[config.mk]
export PLATFORM = sky130hd
export DESIGN_NAME = if_stage
export DESIGN_NICKNAME = d
export VERILOG_FILES = /design/src/rtl/if_stage_pkg.sv /design/src/rtl/if_stage_btb.sv /design/src/rtl/if_stage.sv
export SDC_FILE = /design/constraint.sdc
export NUM_CORES = 1
export LEC_CHECK = 0
export ABC_AREA = 1
export BUFFER_PORTS_ARGS = -buffer_cell sky130_fd_sc_hd__buf_2
export CORE_ASPECT_RATIO = 1.25
export CORE_MARGIN = 2
export CORE_UTILIZATION = 33
export DETAILED_ROUTE_END_ITERATION = 7
export GPL_TIMING_DRIVEN = 0
export PLACE_DENSITY = 0.75
export SYNTH_ARGS = -nofsm -noshare
export SYNTH_HDL_FRONTEND = slang
export SYNTH_SLANG_ARGS = --single-unit
export TNS_END_PERCENT = 1
[constraint.sdc]
create_clock -name clk -period 8.1 [get_ports clk]
set_input_delay 1.62 -clock clk [delete_from_list [all_inputs] [get_ports clk]]
set_output_delay 1.62 -clock clk [all_outputs]
set_load 0.1 [all_outputs]
[src/rtl/if_stage_pkg.sv]
// Shared definitions for the instruction fetch stage: bus widths, reset PC,
// BTB entry field widths, the packed bus layouts and the 2-bit counter helper.
package if_stage_pkg;

    localparam int IF_TO_ID_BUS_WIDTH = 97;
    localparam int ID_TO_IF_BUS_WIDTH = 101;

    localparam logic [31:0] DEFAULT_RESET_PC = 32'h1c000000;

    localparam int BTB_CTR_W    = 2;
    localparam int BTB_TARGET_W = 32;

    typedef logic [BTB_CTR_W-1:0] ctr_t;

    // Counter values given to a freshly allocated entry.
    localparam ctr_t CTR_ALLOC_UNCOND = 2'b11;
    localparam ctr_t CTR_ALLOC_COND   = 2'b10;

    typedef struct packed {
        logic        pred_br_taken;
        logic [31:0] pred_next_pc;
        logic [31:0] pc;
        logic [31:0] inst;
    } if_to_id_t;

    typedef struct packed {
        logic        mispredict;
        logic [31:0] actual_next_pc;
        logic        upd_en;
        logic [31:0] upd_pc;
        logic        is_branch;
        logic        is_cond;
        logic        br_taken;
        logic [BTB_TARGET_W-1:0] br_target;
    } id_to_if_t;

    // Saturating 2-bit counter step: up on taken, down on not-taken.
    function automatic ctr_t ctrNext(input ctr_t c, input logic taken);
        if (taken) begin
            return (c == 2'b11) ? c : c + 2'b01;
        end
        return (c == 2'b00) ? c : c - 2'b01;
    endfunction

endpackage

[src/rtl/if_stage_btb.sv]
// Direct-mapped branch target buffer with a combinational lookup port and an
// update port written at the clock edge. Storage exists only when BTB_EN is
// defined; otherwise the lookup always reports not-taken.
module if_stage_btb
    import if_stage_pkg::*;
#(
    parameter int ENTRIES = 16
) (
    input  logic        clk,
    input  logic        reset,
    input  logic [31:0] i_lookup_pc,
    output logic        o_pred_taken,
    output logic [31:0] o_pred_target,
    input  logic        i_upd_valid,
    input  logic [31:0] i_upd_pc,
    input  logic        i_upd_is_cond,
    input  logic        i_upd_taken,
    input  logic [31:0] i_upd_target
);

`ifdef BTB_EN
    localparam int IDX_W = $clog2(ENTRIES);
    localparam int TAG_W = 32 - 2 - IDX_W;

    logic [ENTRIES-1:0]      r_valid;
    logic [ENTRIES-1:0]      r_uncond;
    logic [TAG_W-1:0]        r_tag    [ENTRIES];
    logic [BTB_TARGET_W-1:0] r_target [ENTRIES];
    ctr_t                    r_ctr    [ENTRIES];

    logic [IDX_W-1:0] w_lk_idx;
    logic [TAG_W-1:0] w_lk_tag;
    logic             w_lk_hit;
    logic [IDX_W-1:0] w_up_idx;
    logic [TAG_W-1:0] w_up_tag;
    logic             w_up_hit;
    logic [3:0]       w_unused_bits;

    assign w_lk_idx = i_lookup_pc[2 +: IDX_W];
    assign w_lk_tag = i_lookup_pc[31 -: TAG_W];
    assign w_lk_hit = r_valid[w_lk_idx] && (r_tag[w_lk_idx] == w_lk_tag);

    assign o_pred_taken  = w_lk_hit && (r_uncond[w_lk_idx] || r_ctr[w_lk_idx][1]);
    assign o_pred_target = r_target[w_lk_idx];

    assign w_up_idx = i_upd_pc[2 +: IDX_W];
    assign w_up_tag = i_upd_pc[31 -: TAG_W];
    assign w_up_hit = r_valid[w_up_idx] && (r_tag[w_up_idx] == w_up_tag);

    assign w_unused_bits = {i_lookup_pc[1:0], i_upd_pc[1:0]};

    // Valid bits: cleared by reset, set on an allocating or refreshing update.
    always_ff @(posedge clk) begin
        if (reset) begin
            r_valid <= '0;
        end else if (i_upd_valid && (w_up_hit || i_upd_taken)) begin
            r_valid[w_up_idx] <= 1'b1;
        end
    end

    // Entry payload: a hit trains the counter, a taken miss overwrites the slot.
    always_ff @(posedge clk) begin
        if (i_upd_valid) begin
            if (w_up_hit) begin
                r_target[w_up_idx] <= i_upd_target;
                r_ctr[w_up_idx]    <= ctrNext(r_ctr[w_up_idx], i_upd_taken);
                r_uncond[w_up_idx] <= !i_upd_is_cond;
            end else if (i_upd_taken) begin
                r_tag[w_up_idx]    <= w_up_tag;
                r_target[w_up_idx] <= i_upd_target;
                r_ctr[w_up_idx]    <= i_upd_is_cond ? CTR_ALLOC_COND : CTR_ALLOC_UNCOND;
                r_uncond[w_up_idx] <= !i_upd_is_cond;
            end
        end
    end
`else
    localparam int UNUSED_ENTRIES = ENTRIES;

    logic w_unused_all;

    assign o_pred_taken  = 1'b0;
    assign o_pred_target = '0;
    assign w_unused_all  = ^{clk, reset, i_lookup_pc, i_upd_valid, i_upd_pc,
                             i_upd_is_cond, i_upd_taken, i_upd_target};
`endif

endmodule

[src/rtl/if_stage.sv]
// Instruction fetch stage: owns the fetch PC, the IF->ID valid/ready handshake
// and the hold buffer that keeps a stalled instruction stable while SRAM data
// moves on. Branch prediction comes from if_stage_btb, active when BTB_EN is
// defined; without it the stage always predicts fall-through.
module if_stage
    import if_stage_pkg::*;
#(
    parameter logic [31:0] RESET_PC    = DEFAULT_RESET_PC,
    parameter int          BTB_ENTRIES = 16
) (
    input  logic                          clk,
    input  logic                          reset,
    input  logic                          id_allow_in,
    output logic                          if_to_id_valid,
    output logic [IF_TO_ID_BUS_WIDTH-1:0] if_to_id_bus,
    input  logic [ID_TO_IF_BUS_WIDTH-1:0] id_to_if_bus,
    output logic                          inst_sram_en,
    output logic [31:0]                   inst_sram_addr,
    input  logic [31:0]                   inst_sram_rdata
);

    id_to_if_t   w_id;
    if_to_id_t   w_out;

    logic        r_fs_valid;
    logic [31:0] r_fs_pc;
    logic        r_inst_buf_valid;
    logic [31:0] r_inst_buf;

    logic        w_fs_allowin;
    logic        w_fetch;
    logic        w_stall;
    logic        w_pred_taken;
    logic [31:0] w_btb_target;
    logic [31:0] w_seq_pc;
    logic [31:0] w_pred_next_pc;
    logic [31:0] w_next_pc;

    assign w_id = id_to_if_bus;

    assign w_fs_allowin = !r_fs_valid || id_allow_in;
    assign w_fetch      = !reset && (w_fs_allowin || w_id.mispredict);
    assign w_stall      = r_fs_valid && !id_allow_in && !w_id.mispredict;

    assign w_seq_pc       = r_fs_pc + 32'd4;
    assign w_pred_next_pc = w_pred_taken ? w_btb_target : w_seq_pc;
    assign w_next_pc      = w_id.mispredict ? w_id.actual_next_pc :
                            r_fs_valid      ? w_pred_next_pc      : RESET_PC;

    if_stage_btb #(
        .ENTRIES (BTB_ENTRIES)
    ) u_btb (
        .clk           (clk),
        .reset         (reset),
        .i_lookup_pc   (r_fs_pc),
        .o_pred_taken  (w_pred_taken),
        .o_pred_target (w_btb_target),
        .i_upd_valid   (w_id.upd_en && w_id.is_branch),
        .i_upd_pc      (w_id.upd_pc),
        .i_upd_is_cond (w_id.is_cond),
        .i_upd_taken   (w_id.br_taken),
        .i_upd_target  (w_id.br_target)
    );

    // Fetch PC and valid advance on every issued fetch, hold while stalled.
    always_ff @(posedge clk) begin
        if (reset) begin
            r_fs_valid <= 1'b0;
            r_fs_pc    <= RESET_PC;
        end else if (w_fetch) begin
            r_fs_valid <= 1'b1;
            r_fs_pc    <= w_next_pc;
        end
    end

    // Capture SRAM data on the first stall cycle; drop it whenever a new fetch issues.
    always_ff @(posedge clk) begin
        if (reset) begin
            r_inst_buf_valid <= 1'b0;
        end else if (w_fetch) begin
            r_inst_buf_valid <= 1'b0;
        end else if (w_stall && !r_inst_buf_valid) begin
            r_inst_buf_valid <= 1'b1;
            r_inst_buf       <= inst_sram_rdata;
        end
    end

    assign w_out.pred_br_taken = w_pred_taken;
    assign w_out.pred_next_pc  = w_pred_next_pc;
    assign w_out.pc            = r_fs_pc;
    assign w_out.inst          = r_inst_buf_valid ? r_inst_buf : inst_sram_rdata;

    assign if_to_id_bus   = w_out;
    assign if_to_id_valid = r_fs_valid;
    assign inst_sram_en   = w_fetch;
    assign inst_sram_addr = w_next_pc;

endmodule

== Word level (Yosys, flattened, before mapping) ==
Cells that the tools add are included.

* Shift operators: 0
* Bitwise operators: 2
* Add/sub/neg operators: 1
* Equal/unequal tests: 0
* Muxes and demuxes: 3
* $mul: 0
* $lt $le $gt $ge: 0
* Reductions and logical operators: 13
* Div/mod/pow operators: 0

{| class="wikitable"
|+ Operators with widths
! cell !! number
|-
| 2-to-1 mux 32 bit || 3
|-
| adder 32 x 3 -> 32 bit (second input constant) || 1
|-
| zero test 1 bit || 5
|-
| logical AND 1 bit || 4
|-
| AND reduction 3 bit || 1
|-
| logical OR 1 bit || 2
|-
| NOT 1 bit || 2
|-
| OR reduction 2 bit || 1
|}

* Output and inout bits: 131
* Memory bits (writable): 0
* Logic and storage cells: 23
* Input bits: 136
* Latch bits: 0
* Memory bits (read-only): 0
* Bits in registers: 66
* Memories: 0

== Depth between registers and ports, before layout ==
Gate-level depths: netlist of the first run.

* Word-level depth: 6
* Depth in mapped cells: 12
* Gate-level depth less buffers: 12

== Hierarchy ==
From an unflattened synthesis of the first run, not the netlist that was laid out.

* Cell total of the unflattened synthesis: 629
* Area, all modules: 4603.2 µm²

{| class="wikitable"
|+ By module, submodules not included
! module !! times used !! seq. area each (µm²) !! area an instance (µm²) !! cells an instance
|-
| if_stage || 1 || 1641.6 || 4351.7 || 595
|-
| if_stage_btb || 1 || 0.0 || 251.5 || 34
|}

== Worst setup path before layout of the first run ==
OpenSTA, ideal clock, no wires.

* Path kind: register to output
* From: register r_fs_pc[2]
* To: output port inst_sram_addr[7]
* Required time: 6480 ps
* Stages on the path, launching flop included: 6
* Path buffers: 0
* Slack: 2257 ps
* Arrival: 4223 ps
* Cells stage by stage: dfxtp_1 > inv_2 > nor2_4 > nand2_2 > xor2_1 > o21ai_0

* Word-level cells in the longest chain between the ends: 3

{| class="wikitable"
|+ Ends and longest elaborated chain
! what !! line !! RTL
|-
| start, declared || if_stage.sv:26 || <nowiki>logic [31:0] r_fs_pc;</nowiki>
|-
| start signal, assigned || if_stage.sv:72 || <nowiki>r_fs_pc <= w_next_pc;</nowiki>
|-
| adder 32 x 3 -> 32 bit || if_stage.sv:45 || <nowiki>assign w_seq_pc = r_fs_pc + 32'd4;</nowiki>
|-
| 2-to-1 mux 32 bit || if_stage.sv:48 || <nowiki>r_fs_valid ? w_pred_next_pc : RESET_PC;</nowiki>
|-
| 2-to-1 mux 32 bit || if_stage.sv:47 || <nowiki>assign w_next_pc = w_id.mispredict ? w_id.actual_next_pc :</nowiki>
|-
| end, declared || if_stage.sv:18 || <nowiki>output logic [31:0] inst_sram_addr,</nowiki>
|}

Every way passes these cells.

== Worst setup path in the final report of the first run ==
* From: input port id_to_if_bus[100]
* To: output port inst_sram_en

* Word-level cells in the longest chain between the ends: 2

{| class="wikitable"
|+ Ends and longest elaborated chain
! what !! line !! RTL
|-
| start, declared || if_stage.sv:16 || <nowiki>input logic [ID_TO_IF_BUS_WIDTH-1:0] id_to_if_bus,</nowiki>
|-
| logical OR 1 bit || if_stage.sv:42 || <nowiki>assign w_fetch = !reset && (w_fs_allowin || w_id.mispredict);</nowiki>
|-
| logical AND 1 bit || if_stage.sv:42 ||
|-
| end, declared || if_stage.sv:17 || <nowiki>output logic inst_sram_en,</nowiki>
|}

Every way passes these cells.

==> summary.md, run 1 <==
| Metric | Value |
|---|---|
| DP Wirelength | around 9900 um |
| Setup Viol. Count Final | 0 |
| Crit path max fanout | 10 |
| Post-synth EDFFs | 32 |
| Worst-Margin Slew | 0.830 ns |
| Largest cells by area after synthesis | edfxtp_1 25%, nand2_1 21%, dfxtp_1 18% |
| # DRC | 0 |
| Post-Route WL | 12300 um |
| Ant diodes | 0 |
| Largest net degree at the start of global routing | 18 |
| Worst EP required | roughly 6.5 ns |
| Most used cell, CP | buf_2 |
| Crit path kind | input port to primary output |
| CP startpoint kind | input port |
| Worst r2r dst | r_inst_buf[24]$_DFFE_PP_ |
| Max-cap violation count | 0 |
| Sum Neg Setup Slack | 0 ns |
| Mapped cell area | 3880 um2 |
| Reg2Reg Setup Slack | about 5.5 ns |
| Clk buf depth | 2 |
| FILL cells | around 1100 |
| Synth top area share | 0.248 |
| Mapped Cells | 505 |
| Largest area contributor in the netlist | edfxtp_1 |
| Syn Nets | 642 |
| First-pass DRT Iterations | 4 |
| Die Y | 125 um |
| Share of flip-flops with an asynchronous set or reset | 0 |
| Post-CTS Setup Bufs | 0 |
| Slew Viols, Final | 0 |
| Core area | 11600 um2 |
| H-tree Lvls | 3 |
| Vias in the first global route | 3601 |
| CTS buffer count | 9 |
| GP Congestion | 0.865 |
| I/O pin cnt | roughly 270 |
| Max incr delay on CP | between 0.4 and 0.5 ns |
| Total gr overflow | 0 |
| Worst Hold Class | flop to flop |
| Port Buffers | 197 |
| Total Power | 1.18 mW |
| Most frequent cell after synthesis | nand2_1 |
| # rows | 44 |
| Antenna-violating nets left | 0 |
| Status | finished, final reports clean |
| Synthesis-stage register bit count | 66 |
| Worst hold path stage count | 2 |
| Total GRT Usage | 0.191 |
| DR vias | a little under 4000 |
| WHS Endpoint | r_fs_pc[31]$_SDFFE_PP0P_ |
| Clock slew seen by the registers of the worst setup and hold paths | 0.05 ns |
| Comb pwr share | 0.356 |
| Clk sinks | 66 |
| Synth Warn # | 0 |
| Starting Density | 0.335 |
| F_max | 211 MHz |
| Final nets | 851 |
| Die ar. | 12600 um2 |
| Tmin final | approximately 4.7 ns |
| Worst reg2reg path startpoint | if_to_id_valid$_SDFFE_PP0P_ |
| Top FF cell, synth | dfxtp_1 |
| Routed wire per std cell | 14.4 um |
| Leakage power | roughly 2.7 nW |
| Slowest CP cell | buf_2 |
| Global-route wire length before repair | between 15000 and 20000 um |
| 1st-iter DRT viols | 199 |
| # hold bufs at CTS | 0 |
| CP Capture Type | primary output |
| Sequential power share | 0.319 |
| Fraction of layout cells with a size suffix above 1 | 0.408 |
| Hold Vio Cnt, Final | 0 |
| Switch share | 0.430 |
| RSZ-0062 raised after global routing | no |
| Rel. slew slack | 0.446 |
| Initial antenna violation count | 0 |
| Clock power share | 0.325 |
| Pint | 0.674 mW |
| Pwr dens | 221 nW/um2 |
| Root Driver | clkbuf_16 |
| Horiz. Die Dim | 101 um |
| Worst min-delay path startpoint | r_fs_pc[31]$_SDFFE_PP0P_ |
| CTS tree | yes |
| Area Growth Syn to Fin | 38.3% |
| Netlist cell types | 28 |
| Post-synthesis sequential area ratio | 0.423 |
| Tcrit/Tclk final | 0.585 |
| Net switching power | 0.509 mW |
| Clock Latency Late Sink | 0.33 ns |
| Top cells by count, synth | 218 x nand2_1, 40 x inv_1, 35 x nor2_1, 34 x dfxtp_1 |
| Avg Cell Area, Syn | 7.68 um2 |
| Arrival @ worst endpoint | roughly 3.1 ns |
| Peak supply drop | 72.0 uV |
| Resize count post-CTS | 0 |
| R2R cell count | 7 |
| Final Skew | 0.00795 ns |
| Via density | ~4.6 |
| CP cell instances | buf_2 -> inv_2 -> nand2_2 -> or2_1 -> nand2_1 -> inv_2 -> buf_2 -> buf_2 |
[layout make-up]
cell class	instances	area (um2)	share of cell area
Multi-Input combinational cell	375	1970	0.367
Tap cell	138	173	0.0322
Timing Repair Buffer	198	1010	0.189
Inverter	46	173	0.0322
Clock buffer	12	246	0.0460
Buffer	18	96.3	0.0180
Sequential cell	66	1640	0.306
Clock inverter	4	51.3	0.00957
[stage by stage]
stage / hold WS [ns] / setup WS (ns) / cells / util / area (um2)
floorplan: 0.909 / 2.26 / 505 / - / 3880
global placement: 0.476 / 2.97 / 840 / 0.435 / 5030
detailed placement: 0.484 / 3.34 / 841 / 0.438 / 5060
CTS: 0.491 / 3.34 / 857 / 0.464 / 5360
global route: 0.518 / 3.22 / 857 / 0.464 / 5360
finish: 0.488 / 3.36 / 857 / 0.464 / 5360
[logic make-up after synthesis]
kind of cell / Yosys count / synth area share
adder cells (fa/ha/maj): 1 / 0.00323
AO/OA/AOI/OAI: 23 / 0.0336
flip-flops: 66 / 0.423
multiplexers: 32 / 0.0930
buffers and inverters: 64 / 0.0694
other: 1 / 0.000967
AND/OR/NAND/NOR: 306 / 0.336
XOR/XNOR: 12 / 0.0407
[state kept, by name (all words and copies together) (netlist names)]
signal	cells
if_to_id_valid	1
r_fs_pc	32
r_inst_buf	32
r_inst_buf_valid	1
[worst max path at each step]
| stage | startpoint | endpoint | slack, ns | depth (start not counted) |
|---|---|---|---|---|
| finish | id_to_if_bus[100] | inst_sram_en | 3.36 | 8 |
| global placement | id_to_if_bus[100] | r_inst_buf[28]$_DFFE_PP_ | 2.97 | 8 |
| global route | id_to_if_bus[100] | inst_sram_addr[30] | 3.22 | 8 |
| CTS | id_to_if_bus[100] | inst_sram_addr[16] | 3.34 | 6 |
| floorplan | r_fs_pc[2]$_SDFFE_PP0P_ | inst_sram_addr[7] | 2.26 | 5 |
| detailed placement | id_to_if_bus[100] | inst_sram_addr[16] | 3.34 | 6 |
[worst max-delay path: cells and delay by family]
family                 cells  cell delay (ns)
buffers and inverters      5             1.04
and+or+nand+nor            3             0.45
[layer usage]
layer,track usage,part of all wire,up-vias
li1,-,-,2010
met2,0.333,0.49,163
met3,0.0520,0.072,16
met5,0,0,-
met1,0.221,0.42,1738
met4,0.0700,0.019,0
[power groups by stage]
stage                     Sequential, mW  Clock (mW)  Combinational, mW
final                              0.378       0.385              0.420
after global routing               0.379       0.413              0.436
after CTS                          0.378       0.394              0.422
after detailed placement           0.384           0              0.421
after global placement             0.384           0              0.419
after floorplan                    0.447           0              0.285
[placed cells by master (no fill, tap or decap), types with 4 or more instances in the layout]
cell type  count
nand2_1      218
nand3_1       22
a22o_1         4
buf_4          5
xor2_2         7
edfxtp_1      32
nor2_1        34
nor2_2        10
o21ai_1        7
xor2_1         5
clkbuf_16      9
clkbuf_1       9
buf_2        202
nor2_4         5
o21ai_0       12
inv_1         40
inv_2          6
dfxtp_1       34
mux2_2        32
nand2_2        6
(Power assumes the default switching activity.)
==> run 2, diff against run 1 <==
==> constraint.sdc (replaced) <==
create_clock -name clk -period 4.9 [get_ports clk]
set_input_delay 0.98 -clock clk [delete_from_list [all_inputs] [get_ports clk]]
set_output_delay 0.98 -clock clk [all_outputs]
set_load 0.1 [all_outputs]
==> summary.md, run 2 (synthesis results as in run 1) <==
| Metric | Value |
|---|---|
| Status | finished, final reports clean |
| Slew Viols, Final | 0 |
| First-pass DRT Iterations | 4 |
| Total GRT Usage | 0.197 |
| Crit path max fanout | 10 |
| DR vias | 3898 |
| Clock Latency Late Sink | between 0.3 and 0.4 ns |
| H-tree Lvls | 3 |
| Final nets | 851 |
| # hold bufs at CTS | 0 |
| Rel. slew slack | 0.503 |
| RSZ-0062 raised after global routing | no |
| Initial antenna violation count | 0 |
| Starting Density | 0.335 |
| Tmin final | 3.53 ns |
| Leakage power | 2.74 nW |
| Largest regs | r_fs_pc x32, r_inst_buf x32 |
| Final Skew | 0.00864 ns |
| Post-Route WL | 12500 um |
| Post-CTS Setup Bufs | 0 |
| Vias in the first global route | around 3700 |
| # DRC | 0 |
| Core area | 11600 um2 |
| Via density | 4.55 |
| Area Growth Syn to Fin | 39.2% |
| Worst EP required | 3.92 ns |
| Clk buf depth | 2 |
| # rows | 44 |
| Final std cells w/o fill | between 800 and 900 |
| Root Driver | clkbuf_16 |
| CP Capture Type | primary output |
| I/O pin cnt | 267 |
| Total gr overflow | 0 |
| Resize count post-CTS | 0 |
| Die Y | 125 um |
| Global-route wire length before repair | 19000 um |
| Max-cap violation count | 0 |
| Crit path kind | input port to primary output |
| Fraction of layout cells with a size suffix above 1 | 0.412 |
| Ant diodes | 0 |
| Setup Viol. Count Final | 0 |
| Port Buffers | 197 |
| 1st-iter DRT viols | ~150 |
| Clock slew seen by the registers of the worst setup and hold paths | roughly 0.050 ns |
| DP Wirelength | 10100 um |
| Die ar. | 12600 um2 |
| Reg2Reg Setup Slack | 2.37 ns |
| Worst-Margin Slew | 0.745 ns |
| Most common library cell in the layout ignoring fill and taps | nand2_1 |
| Most frequent cells in the layout | 218 x nand2_1, 202 x buf_2, 40 x inv_1, 34 x nor2_1, 34 x dfxtp_1 |
| F_max | approximately 280 MHz |
| Tcrit/Tclk final | 0.720 |
| Horiz. Die Dim | 101 um |
| CP startpoint kind | input port |
| CTS tree | yes |
| Largest net degree at the start of global routing | 21 |
| GP Congestion | 0.887 |
| Pwr dens | between 300 and 400 nW/um2 |
| Hold Vio Cnt, Final | 0 |
| Arrival @ worst endpoint | 2.55 ns |
| Peak supply drop | ~160 uV |
| CTS buffer count | 9 |
| Antenna-violating nets left | 0 |
| Placed cell count | 841 |
| Final hold slack | 0.494 ns |
| Routed wire per std cell | 14.6 um |
| Clk sinks | 66 |
| Worst Hold Class | flop to flop |
run 2: cell count changes in the layout (fill, tap and decap cells not counted):
cell / delta
o21ai_1: +1
clkbuf_1: -2
clkinv_2: +1
clkinvlp_4: +1
bufinv_16: +1
o21ai_0: -1
clkinv_1: -1
run 2: metal layers:
| layer | global-route usage | wire length (um) | up-vias |
|---|---|---|---|
| li1 | - | - | 2001 |
| met1 | 0.228 | 5240 | 1718 |
| met2 | 0.345 | 6040 | 160 |
| met3 | 0.0531 | 933 | 17 |
| met4 | 0.0700 | 232 | 2 |
| met5 | 0 | 33 | - |
run 2: cell type report:
type / instances / area (um2)
Sequential cell: 66 / 1640
Inverter: 46 / 173
Multi-Input combinational cell: 375 / 1970
Clock inverter: 6 / 90.1
Tap cell: 138 / 173
Buffer: 18 / 96.3
Clock buffer: 10 / 239
Fill cell: 1146 / 6170
Timing Repair Buffer: 198 / 1010
run 2: power breakdown:
part	internal (mW)	switching [mW]	total, mW
clock network	0.460	0.249	0.709
registers	0.599	0.0250	0.624
logic	0.106	0.589	0.695
run 2: final timing paths:
check / end / cells past startpoint / from
setup / recovery: inst_sram_addr[14] / 6 / id_to_if_bus[100]
hold / removal: r_fs_pc[31]$_SDFFE_PP0P_ / 2 / r_fs_pc[31]$_SDFFE_PP0P_
setup reg to reg: r_inst_buf[7]$_DFFE_PP_ / 7 / if_to_id_valid$_SDFFE_PP0P_
hold reg to reg: r_fs_pc[31]$_SDFFE_PP0P_ / 2 / r_fs_pc[31]$_SDFFE_PP0P_
run 2: critical path: stages:
cell and delay, ns:
buf_2 0.10, clkbuf_1 0.42, buf_2 0.36, nand2_1 0.12, nand2_1 0.13, buf_2 0.44
run 2: per-stage QoR:
step / worst slack [ns] / setup TNS [ns] / instance area [um2] / utilization / power (mW)
after floorplan: -0.257 / -0.455 / 3880 / - / 1.21
after detailed placement: 1.30 / 0 / 5060 / 0.438 / 1.33
after global routing: 1.20 / 0 / 5390 / 0.467 / 2.10
final: 1.37 / 0 / 5390 / 0.467 / 2.03
after CTS: 1.30 / 0 / 5390 / 0.467 / 2.05
after global placement: 0.408 / 0 / 5030 / 0.435 / 1.33
